<file path="config.mk">
export PLATFORM = sky130hd
export DESIGN_NAME = i2c_req_arbiter
export DESIGN_NICKNAME = d
export VERILOG_FILES = /design/src/rtl/i2c_arb_pkg.sv /design/src/rtl/i2c_req_arbiter_rr_pick.sv /design/src/rtl/i2c_req_arbiter.sv
export SDC_FILE = /design/constraint.sdc
export NUM_CORES = 1
export LEC_CHECK = 0
export CORE_ASPECT_RATIO = 1.25
export CORE_UTILIZATION = 30
export DETAILED_ROUTE_END_ITERATION = 12
export HOLD_SLACK_MARGIN = 0.15
export PLACE_DENSITY = 0.54
export SYNTH_ARGS = -nofsm -noshare
export SYNTH_HDL_FRONTEND = slang
export SYNTH_SLANG_ARGS = --single-unit
</file>
<file path="constraint.sdc">
create_clock -name clk -period 3.3 [get_ports clk]
set_input_delay 0.33 -clock clk [delete_from_list [all_inputs] [get_ports clk]]
set_output_delay 0.33 -clock clk [all_outputs]
set_load 0.05 [all_outputs]
</file>
<file path="src/rtl/i2c_arb_pkg.sv">
// Shared constants for the I2C requester arbiter: field widths, default timing, FSM encoding.
package i2c_arb_pkg;

    localparam int unsigned ADDR_W             = 7;
    localparam int unsigned DATA_W             = 8;
    localparam int unsigned NEWD_CYCLES_DEF    = 24;
    localparam int unsigned TIMEOUT_CYCLES_DEF = 4096;

    localparam logic [1:0] ST_IDLE      = 2'd0;
    localparam logic [1:0] ST_ISSUE     = 2'd1;
    localparam logic [1:0] ST_WAIT_DONE = 2'd2;
    localparam logic [1:0] ST_RESP      = 2'd3;

    // (base + off) modulo n, valid for base < n and off < n
    function automatic int unsigned wrap_idx(input int unsigned base,
                                             input int unsigned off,
                                             input int unsigned n);
        int unsigned s;
        s = base + off;
        return (s >= n) ? (s - n) : s;
    endfunction

endpackage

</file>
<file path="src/rtl/i2c_req_arbiter_rr_pick.sv">
// Combinational round-robin selector: first set request at or above ptr_i, with wrap.
module rr_pick
    import i2c_arb_pkg::*;
#(
    parameter int unsigned NUM_REQ = 4,
    parameter int unsigned IDX_W   = 2
) (
    input  logic [NUM_REQ-1:0] req_i,
    input  logic [IDX_W-1:0]   ptr_i,
    output logic [NUM_REQ-1:0] gnt_c_o,
    output logic [IDX_W-1:0]   idx_c_o,
    output logic               any_c_o
);

    logic [IDX_W-1:0] cand_c [NUM_REQ];

    // Candidate index for each search position, starting at the pointer
    for (genvar g = 0; g < NUM_REQ; g++) begin : g_cand
        assign cand_c[g] = IDX_W'(wrap_idx(32'(ptr_i), unsigned'(g), NUM_REQ));
    end

    // Take the first active request in search order
    always_comb begin
        gnt_c_o = '0;
        idx_c_o = '0;
        any_c_o = 1'b0;
        for (int unsigned i = 0; i < NUM_REQ; i++) begin
            if (!any_c_o && req_i[cand_c[i]]) begin
                any_c_o             = 1'b1;
                idx_c_o             = cand_c[i];
                gnt_c_o[cand_c[i]]  = 1'b1;
            end
        end
    end

endmodule

</file>
<file path="src/rtl/i2c_req_arbiter.sv">
// Round-robin arbiter sharing one I2C EEPROM master between NUM_REQ requesters.
// Optional abort-on-timeout in WAIT_DONE is enabled by defining I2C_ARB_TIMEOUT_EN.
module i2c_req_arbiter
    import i2c_arb_pkg::*;
#(
    parameter int unsigned NUM_REQ        = 4,
    parameter int unsigned NEWD_CYCLES    = NEWD_CYCLES_DEF,
    parameter int unsigned TIMEOUT_CYCLES = TIMEOUT_CYCLES_DEF
) (
    input  logic                      clk,
    input  logic                      rst,
    input  logic [NUM_REQ-1:0]        req,
    input  logic [NUM_REQ-1:0]        req_wr,
    input  logic [ADDR_W*NUM_REQ-1:0] req_addr,
    input  logic [DATA_W*NUM_REQ-1:0] req_wdata,
    output logic [NUM_REQ-1:0]        gnt,
    output logic [NUM_REQ-1:0]        rsp_valid,
    output logic [DATA_W-1:0]         rsp_rdata,
    output logic                      rsp_err,
    output logic                      busy,
    output logic                      m_newd,
    output logic                      m_wr,
    output logic [ADDR_W-1:0]         m_addr,
    output logic [DATA_W-1:0]         m_wdata,
    input  logic [DATA_W-1:0]         m_rdata,
    input  logic                      m_done
);

    localparam int unsigned IDX_W   = (NUM_REQ > 1) ? $clog2(NUM_REQ) : 1;
    localparam int unsigned CNT_MAX = (NEWD_CYCLES > TIMEOUT_CYCLES) ? NEWD_CYCLES : TIMEOUT_CYCLES;
    localparam int unsigned CNT_W   = $clog2(CNT_MAX + 1);

    logic [1:0]         state_q, state_d;
    logic [IDX_W-1:0]   rr_ptr_q, rr_ptr_d;
    logic [IDX_W-1:0]   win_q, win_d;
    logic [CNT_W-1:0]   cnt_q, cnt_d;
    logic               done_q;
    logic [NUM_REQ-1:0] gnt_q, gnt_d;
    logic [NUM_REQ-1:0] rsp_valid_q, rsp_valid_d;
    logic [DATA_W-1:0]  rsp_rdata_q, rsp_rdata_d;
    logic               busy_q, busy_d;
    logic               m_newd_q, m_newd_d;
    logic               m_wr_q, m_wr_d;
    logic [ADDR_W-1:0]  m_addr_q, m_addr_d;
    logic [DATA_W-1:0]  m_wdata_q, m_wdata_d;
`ifdef I2C_ARB_TIMEOUT_EN
    logic               rsp_err_q, rsp_err_d;
`endif

    logic [NUM_REQ-1:0] pick_oh_c;
    logic [IDX_W-1:0]   pick_idx_c;
    logic               pick_any_c;
    logic               done_rise_c;
    logic [ADDR_W-1:0]  addr_a [NUM_REQ];
    logic [DATA_W-1:0]  wdata_a [NUM_REQ];

    // Split the flat per-requester buses into indexable arrays
    for (genvar g = 0; g < NUM_REQ; g++) begin : g_unpack
        assign addr_a[g]  = req_addr[g*ADDR_W +: ADDR_W];
        assign wdata_a[g] = req_wdata[g*DATA_W +: DATA_W];
    end

    rr_pick #(
        .NUM_REQ (NUM_REQ),
        .IDX_W   (IDX_W)
    ) u_rr_pick (
        .req_i   (req),
        .ptr_i   (rr_ptr_q),
        .gnt_c_o (pick_oh_c),
        .idx_c_o (pick_idx_c),
        .any_c_o (pick_any_c)
    );

    // Edge, not level, so a done held over from the last transaction is ignored
    assign done_rise_c = m_done & ~done_q;

    // Next-state and registered-output logic
    always_comb begin
        state_d     = state_q;
        rr_ptr_d    = rr_ptr_q;
        win_d       = win_q;
        cnt_d       = cnt_q;
        gnt_d       = gnt_q;
        rsp_valid_d = '0;
        rsp_rdata_d = rsp_rdata_q;
        m_newd_d    = 1'b0;
        m_wr_d      = m_wr_q;
        m_addr_d    = m_addr_q;
        m_wdata_d   = m_wdata_q;
`ifdef I2C_ARB_TIMEOUT_EN
        rsp_err_d   = rsp_err_q;
`endif
        case (state_q)
            ST_IDLE: begin
                if (pick_any_c) begin
                    win_d     = pick_idx_c;
                    gnt_d     = pick_oh_c;
                    m_wr_d    = req_wr[pick_idx_c];
                    m_addr_d  = addr_a[pick_idx_c];
                    m_wdata_d = wdata_a[pick_idx_c];
                    cnt_d     = '0;
                    state_d   = ST_ISSUE;
                end
            end
            ST_ISSUE: begin
                if (cnt_q == CNT_W'(NEWD_CYCLES)) begin
                    cnt_d   = '0;
                    state_d = ST_WAIT_DONE;
                end else begin
                    m_newd_d = 1'b1;
                    cnt_d    = cnt_q + CNT_W'(1);
                end
            end
            ST_WAIT_DONE: begin
                if (done_rise_c) begin
                    rsp_rdata_d = m_rdata;
`ifdef I2C_ARB_TIMEOUT_EN
                    rsp_err_d   = 1'b0;
`endif
                    state_d     = ST_RESP;
                end
`ifdef I2C_ARB_TIMEOUT_EN
                else if (cnt_q == CNT_W'(TIMEOUT_CYCLES - 1)) begin
                    rsp_rdata_d = '0;
                    rsp_err_d   = 1'b1;
                    state_d     = ST_RESP;
                end else begin
                    cnt_d = cnt_q + CNT_W'(1);
                end
`endif
            end
            ST_RESP: begin
                rsp_valid_d = gnt_q;
                rr_ptr_d    = (win_q == IDX_W'(NUM_REQ - 1)) ? '0 : win_q + IDX_W'(1);
                gnt_d       = '0;
                state_d     = ST_IDLE;
            end
            default: state_d = ST_IDLE;
        endcase
        busy_d = (state_d != ST_IDLE);
    end

    // State and output registers
    always_ff @(posedge clk or negedge rst) begin
        if (!rst) begin
            state_q     <= ST_IDLE;
            rr_ptr_q    <= '0;
            win_q       <= '0;
            cnt_q       <= '0;
            done_q      <= 1'b0;
            gnt_q       <= '0;
            rsp_valid_q <= '0;
            rsp_rdata_q <= '0;
            busy_q      <= 1'b0;
            m_newd_q    <= 1'b0;
            m_wr_q      <= 1'b0;
            m_addr_q    <= '0;
            m_wdata_q   <= '0;
        end else begin
            state_q     <= state_d;
            rr_ptr_q    <= rr_ptr_d;
            win_q       <= win_d;
            cnt_q       <= cnt_d;
            done_q      <= m_done;
            gnt_q       <= gnt_d;
            rsp_valid_q <= rsp_valid_d;
            rsp_rdata_q <= rsp_rdata_d;
            busy_q      <= busy_d;
            m_newd_q    <= m_newd_d;
            m_wr_q      <= m_wr_d;
            m_addr_q    <= m_addr_d;
            m_wdata_q   <= m_wdata_d;
        end
    end

`ifdef I2C_ARB_TIMEOUT_EN
    // Abort flag register
    always_ff @(posedge clk or negedge rst) begin
        if (!rst) rsp_err_q <= 1'b0;
        else      rsp_err_q <= rsp_err_d;
    end
    assign rsp_err = rsp_err_q;
`else
    assign rsp_err = 1'b0;
`endif

    assign gnt       = gnt_q;
    assign rsp_valid = rsp_valid_q;
    assign rsp_rdata = rsp_rdata_q;
    assign busy      = busy_q;
    assign m_newd    = m_newd_q;
    assign m_wr      = m_wr_q;
    assign m_addr    = m_addr_q;
    assign m_wdata   = m_wdata_q;

endmodule

</file>
# Yosys cells after proc, flatten, opt, wreduce, memory -nomap -nowiden
# Cells that the tools add are included.
# Widths: inputs -> output; s select.
# totals
regBits,54
latchBits,0
ram_bits,0
romBits,0
input_bits,79
output_inout_bits,35
wordCells,119
mem_count,0
# classes
addsub,9
mul,0
div,0
n_lt_le_gt_ge,14
n_eq_ne,6
n_shift,0
muxes,53
bitwise_logic,6
reduce_logical,18
# ops
op,count
$mux 13,2
$pmux 13 s2,1
$mux 2,12
$mux 4,6
$bmux 8 s2,1
$mux 8,2
$lt 2x3->1 const B,5
$mux 1,15
$bmux 7 s2,1
$mux 7,2
$add 13x1->13 const B,1
$eq 13x5->1 const B,1
$ge 3x3->1 const B,4
$or 4x4->4,3
$bmux 1 s2,5
$demux 1 s2,4
$ge 2x1->1 const B,4
$pmux 2 s4,1
$pmux 4 s2,1
$reduce_and 2->1,4
$sub 2x1->2 const B,4
$logic_and 1x1->1,7
$add 2x2->3 const B,2
$eq 2x2->1 const B,3
11 further kinds,15

# Logic depth before layout (Yosys ltp)
# logic_depth
word_depth,18
mapped_depth,11
mapped_depth_nobuf,8

# Modules after synthesis
# Synthesis repeated with hierarchy kept, for this count alone.
# unflattened
hier_cells,266
area_unflattened_um2,3270.6
# by_module_without_submodules
mod,n_inst,cells_each,area_per_inst_um2,seq_area_each_um2
i2c_req_arbiter,1,221,2849.0,1351.3
rr_pick,1,45,421.7,0.0

# Least setup slack after synthesis
# No wires, ideal clock.
# synth_path
path_kind,reg-to-reg
start,register rr_ptr_q[0]
end,register m_addr_q[5] (netlist: m_addr[5])
arrival_ps,2499
t_required_ps,3157
path_slack_ps,658
stages_incl_launch_ff,12
n_path_buf,3
synth_period_minus_slack_ps,2642
cell_sequence,dfrtp_1 > buf_6 > inv_1 > ha_1 > or3_1 > a21oi_1 > a31o_2 > o21a_1 > or2_2 > clkbuf_1 > buf_2 > o221ai_1
# synth_between
elab_chain_len,18
word_cells_on_any_way,42
cone_classes,add/sub (7); order compare (4); mux (23); bitwise (1); reduce/logical (7)
# synth_lines
element,line_no,source
from (decl),i2c_req_arbiter.sv:34,"logic [IDX_W-1:0] rr_ptr_q, rr_ptr_d;"
from (signal assigned),i2c_req_arbiter.sv:161,rr_ptr_q <= rr_ptr_d;
"parallel branches: the longest is 18 deep, another holds $add 2x1->3",n/a,
to (signal assigned),i2c_req_arbiter.sv:171,m_addr_q <= m_addr_d;
to (decl),i2c_req_arbiter.sv:44,"logic [ADDR_W-1:0] m_addr_q, m_addr_d;"
# Several ways; the timed one is not identified. The select of a mux whose other input is x is not followed.
# A chain may end at the register's enable or synchronous reset.

# Final worst setup path
# layout_path
start,input req[1]
end,register m_wdata_q[0] (netlist: m_wdata[0])
# layout_between
elab_chain_len,16
word_cells_on_any_way,27
cone_classes,mux (19); bitwise (1); reduce/logical (7)
# layout_lines
element,line_no,source
from (decl),i2c_req_arbiter.sv:12,"input logic [NUM_REQ-1:0] req,"
$bmux 1 s2,i2c_req_arbiter_rr_pick.sv:28,if (!any_c_o && req_i[cand_c[i]]) begin
$mux 1 (implied by the code),i2c_req_arbiter_rr_pick.sv:28,
$mux 1,i2c_req_arbiter_rr_pick.sv:28,
$logic_not 1->1,i2c_req_arbiter_rr_pick.sv:28,
$logic_and 1x1->1,i2c_req_arbiter_rr_pick.sv:28,
$mux 1,i2c_req_arbiter_rr_pick.sv:28,
$logic_not 1->1,i2c_req_arbiter_rr_pick.sv:28,
$logic_and 1x1->1,i2c_req_arbiter_rr_pick.sv:28,
$mux 1,i2c_req_arbiter_rr_pick.sv:28,
$logic_not 1->1,i2c_req_arbiter_rr_pick.sv:28,
$logic_and 1x1->1,i2c_req_arbiter_rr_pick.sv:28,
$mux 2,i2c_req_arbiter_rr_pick.sv:28,
$not 2->3 (implied by the code),i2c_req_arbiter.sv:100,m_wdata_d = wdata_a[pick_idx_c];
$bmux 8 s2,i2c_req_arbiter.sv:100,
$mux 8 (implied by the code) (2 in series),i2c_req_arbiter.sv:100,
to (signal assigned),i2c_req_arbiter.sv:172,m_wdata_q <= m_wdata_d;
to (decl),i2c_req_arbiter.sv:45,"logic [DATA_W-1:0] m_wdata_q, m_wdata_d;"
# Several ways; a longest one is shown, not always the timed one. The select of a mux whose other input is x is not followed.

==> impl_metrics.xml <==
<?xml version="1.0" encoding="UTF-8"?>
<metrics>
  <group name="status">
    <metric name="outcome" unit="">finished clean</metric>
  </group>
  <group name="global_route">
    <metric name="number_of_antenna_violations_at_the_first_check_in_global_routing" unit="">0</metric>
    <metric name="grt_first_pass_wirelength" unit="um">12700</metric>
    <metric name="grt_max_degree" unit="">34</metric>
    <metric name="grt_usage" unit="%">15.0</metric>
    <metric name="grt.overflow.total" unit="">0</metric>
    <metric name="grt_pass1_vias" unit="">2588</metric>
  </group>
  <group name="synthesis">
    <metric name="synthesis.area" unit="mm2">0.00310</metric>
    <metric name="async_flop_share" unit="%">100</metric>
    <metric name="syn_nets" unit="">379</metric>
    <metric name="synth_enable_flop_cells" unit="">0</metric>
    <metric name="synth-seq-area-share" unit="%">43.5</metric>
    <metric name="synth_top_flop_cell" unit="">dfrtp_1</metric>
    <metric name="syn_avg_cell_area" unit="um2">10.7</metric>
    <metric name="synthesis.instances" unit="">289</metric>
    <metric name="yosys.cell_types.count" unit="">47</metric>
    <metric name="yosys_warnings" unit="">0</metric>
    <metric name="number_of_register_bits_inferred_by_synthesis" unit="">54</metric>
  </group>
  <group name="sta">
    <metric name="worst_slew_margin_rel" unit="%">30.3</metric>
    <metric name="setup_failing_eps_final" unit="">0</metric>
    <metric name="finalWorstPathRequiredPeriod" unit="ns">2.90</metric>
    <metric name="final_critical_path_setup_slack" unit="ns">0.399</metric>
    <metric name="total_negative_slack_for_setup_checks" unit="ns">0</metric>
    <metric name="hold_violations" unit="">0</metric>
    <metric name="fin_worst_skew" unit="ns">0.0112</metric>
    <metric name="min_period_over_period" unit="%">87.9</metric>
    <metric name="rsz_0062_raised_after_global_routing" unit="">no</metric>
    <metric name="timing.final.max_slew_violations" unit="">0</metric>
    <metric name="clock.fmax" unit="MHz">345</metric>
    <metric name="tightestPinTransition" unit="ns">1.05</metric>
  </group>
  <group name="floorplanning">
    <metric name="chipHeight" unit="um">116</metric>
    <metric name="chipWidth" unit="um">93.0</metric>
    <metric name="floorplan.initialDensity" unit="%">30.9</metric>
    <metric name="floorplan.core_area" unit="mm2">0.0101</metric>
    <metric name="top_level_ports" unit="">114</metric>
    <metric name="row_count" unit="">41</metric>
    <metric name="design.die.area" unit="mm2">0.0108</metric>
  </group>
  <group name="clock_tree">
    <metric name="tritoncts" unit="">built</metric>
    <metric name="clkLatencyLatePin" unit="ns">0.29</metric>
    <metric name="cts_inserted_buffers" unit="">5</metric>
    <metric name="clockRootBuffer" unit="">clkbuf_16</metric>
    <metric name="cts.clk_slew.worst_paths" unit="ns">0.07</metric>
    <metric name="clock_sinks" unit="">54</metric>
    <metric name="htree_num_levels" unit="">2</metric>
    <metric name="cts.repair_timing.setup_buffer_count" unit="">0</metric>
    <metric name="max-clock-path-buffers" unit="">2</metric>
  </group>
  <group name="pwr">
    <metric name="pwr_dens" unit="mW/mm2">330</metric>
    <metric name="power_switching" unit="uW">328</metric>
    <metric name="p_int" unit="mW">1.15</metric>
    <metric name="p_sw_share" unit="%">22.2</metric>
    <metric name="irDropWorstVdd" unit="mV">0.262</metric>
    <metric name="share_comb_of_total_power" unit="%">14.3</metric>
    <metric name="power.static_leakage" unit="nW">1.96</metric>
    <metric name="power.clock.fraction" unit="%">40.4</metric>
    <metric name="power.share.sequential" unit="%">45.3</metric>
  </group>
  <group name="worst_setup_path">
    <metric name="critical_path_class" unit="">input pin to flop</metric>
    <metric name="required" unit="ns">3.44</metric>
    <metric name="crit_path_start_kind" unit="">input pin</metric>
    <metric name="launch_point_of_the_worst_reg_to_reg_path" unit="">rr_ptr_q[0]</metric>
    <metric name="cp_max_fo" unit="">33</metric>
    <metric name="worst-endpoint-arrival" unit="ns">3.05</metric>
    <metric name="worstSetupEndpointType" unit="">flop</metric>
    <metric name="worst_setup_path_startpoint" unit="">req[1]</metric>
  </group>
  <group name="detailed_routing">
    <metric name="postRouteWirelength" unit="um">7670</metric>
    <metric name="postRouteAntennaNets" unit="">0</metric>
    <metric name="detailedRoute.firstPassIterationCount" unit="">4</metric>
    <metric name="via_count" unit="">2544</metric>
    <metric name="wire_per_inst" unit="um">14.5</metric>
    <metric name="count_of_routing_violations_after_the_opening_detailed_route_iteration" unit="">114</metric>
    <metric name="vias_per_cell" unit="">4.82</metric>
    <metric name="route.detailed.drc" unit="">0</metric>
  </group>
  <group name="placement">
    <metric name="place.gp.congestion" unit="">0.764</metric>
    <metric name="place_worst_setup_slack" unit="ns">0.0704</metric>
    <metric name="numPlacedInstances" unit="">519</metric>
    <metric name="placed_area" unit="mm2">0.00430</metric>
    <metric name="buffer_ports.inserted" unit="">112</metric>
    <metric name="dp_hpwl" unit="um">5730</metric>
  </group>
  <group name="cells_and_area">
    <metric name="final_area" unit="mm2">0.00448</metric>
    <metric name="stdcell_count" unit="">528</metric>
    <metric name="nets" unit="">488</metric>
    <metric name="layout_common_cells" unit="">111 x clkdlybuf4s50_1, 54 x dfrtp_1, 33 x mux2i_1</metric>
    <metric name="antenna_cells" unit="">0</metric>
    <metric name="layout_cell_share_with_drive_strength_beyond_1" unit="%">9.77</metric>
    <metric name="mostFrequentLayoutCell" unit="">clkdlybuf4s50_1</metric>
    <metric name="area_delta_synth_final" unit="%">44.3</metric>
  </group>
  <group name="worst_hold_path">
    <metric name="hold_path_class" unit="">flop to flop</metric>
    <metric name="worstHoldStart" unit="">win_q[1]</metric>
  </group>
  <group name="job">
    <metric name="cap_violations" unit="">0</metric>
  </group>
</metrics>
==> sequential cells by signal, indices dropped and copies added (netlist names), 2 cells and up <==
name / count
cnt_q: 13
gnt: 4
m_addr: 7
m_wdata: 8
rr_ptr_q: 2
rsp_rdata: 8
rsp_valid: 4
state_q: 2
win_q: 2
==> logic make-up (layout without fill, tap and decap cells) <==
| group | count (synthesis) | after routing | share of synthesized area [%] |
|---|---|---|---|
| AND/OR/NAND/NOR | 89 | 89 | 14.4 |
| flip-flops | 54 | 54 | 43.5 |
| AO/OA/AOI/OAI | 53 | 53 | 12.5 |
| multiplexers | 48 | 48 | 17.5 |
| buffers and inverters | 26 | 136 | 5.48 |
| adder cells (fa/ha/maj) | 11 | 11 | 4.44 |
| XOR/XNOR | 7 | 7 | 1.98 |
| other | 1 | 1 | 0.121 |
==> metrics by stage <==
step | power (mW) | util [%] | hold WS, ns
2_1_floorplan | 0.780 | - | 0.0344
3_3_place_gp | 0.895 | 42.7 | 0.425
3_5_place_dp | 0.896 | 42.7 | 0.425
4_1_cts | 1.50 | 44.5 | 0.487
5_1_grt | 1.54 | 44.5 | 0.511
6_report | 1.48 | 44.5 | 0.482
==> cell usage after synthesis, types with 4 or more instances <==
cell      number  area (um2)
o221ai_1      16         140
o21ai_0       11        55.1
nand3_1       10        50.1
mux4_2         4        90.1
a22oi_1        4        30.0
mux2_2        11         124
dfrtp_1       54        1350
a221oi_1       4        35.0
nor2_1        18        67.6
mux2i_1       33         330
and3_1         5        31.3
clkbuf_1       9        33.8
nand2b_1       6        37.5
inv_1          7        26.3
buf_2          4        20.0
xor2_1         6        52.6
ha_1          11         138
nand2_1       29         109
==> routing by layer <==
| metal | up-vias | wire (um) | global-route usage (%) |
|---|---|---|---|
| met1 | 1188 | 3210 | 18.1 |
| met4 | 0 | 75 | 3.38 |
| met2 | 83 | 3940 | 26.9 |
| met5 | - | 0 | 0 |
| li1 | 1267 | - | - |
| met3 | 6 | 452 | 3.67 |
==> cell type report <==
class	count	area, um2
inverters	7	26.3
multi-input cells	209	1580
repair buffers	121	1190
clock inverters	3	45.0
flip-flops and latches	54	1350
well taps	129	161
clock buffers	5	125
fillers	983	5580
==> power by group through the flow <==
stage          sequential, mW  clock [mW]  combinational (mW)
6_report                0.670       0.598               0.211
5_1_grt                 0.670       0.643               0.229
3_3_place_gp            0.682           0               0.212
4_1_cts                 0.670       0.619               0.215
3_5_place_dp            0.683           0               0.214
2_1_floorplan           0.700           0              0.0792
==> worst paths after layout <==
kind,cells past startpoint,to,slack [ns]
worst max-delay path,7,m_wdata[0],0.40
max in group asynchronous,3,busy,1.89
min in group asynchronous,2,m_addr[0],0.62
worst min register to register,2,win_q[1],0.48
worst min-delay path,2,win_q[1],0.48
worst max register to register,8,m_wdata[0],0.47
==> timing repair <==
| action | 4_1_cts | 5_1_grt |
|---|---|---|
| hold buffers | 1 | 0 |
| hold endpoints to repair | 29 | 0 |
| gates resized for setup | 0 | 0 |
==> worst max-delay path, stage by stage <==
cell	delay, ns
clkdlybuf4s50_1	0.55
mux4_2	0.54
nor2b_2	0.20
o21ai_1	0.13
o31a_2	0.85
mux2i_1	0.29
o221ai_1	0.15
Power figures use the tool's default switching activity.
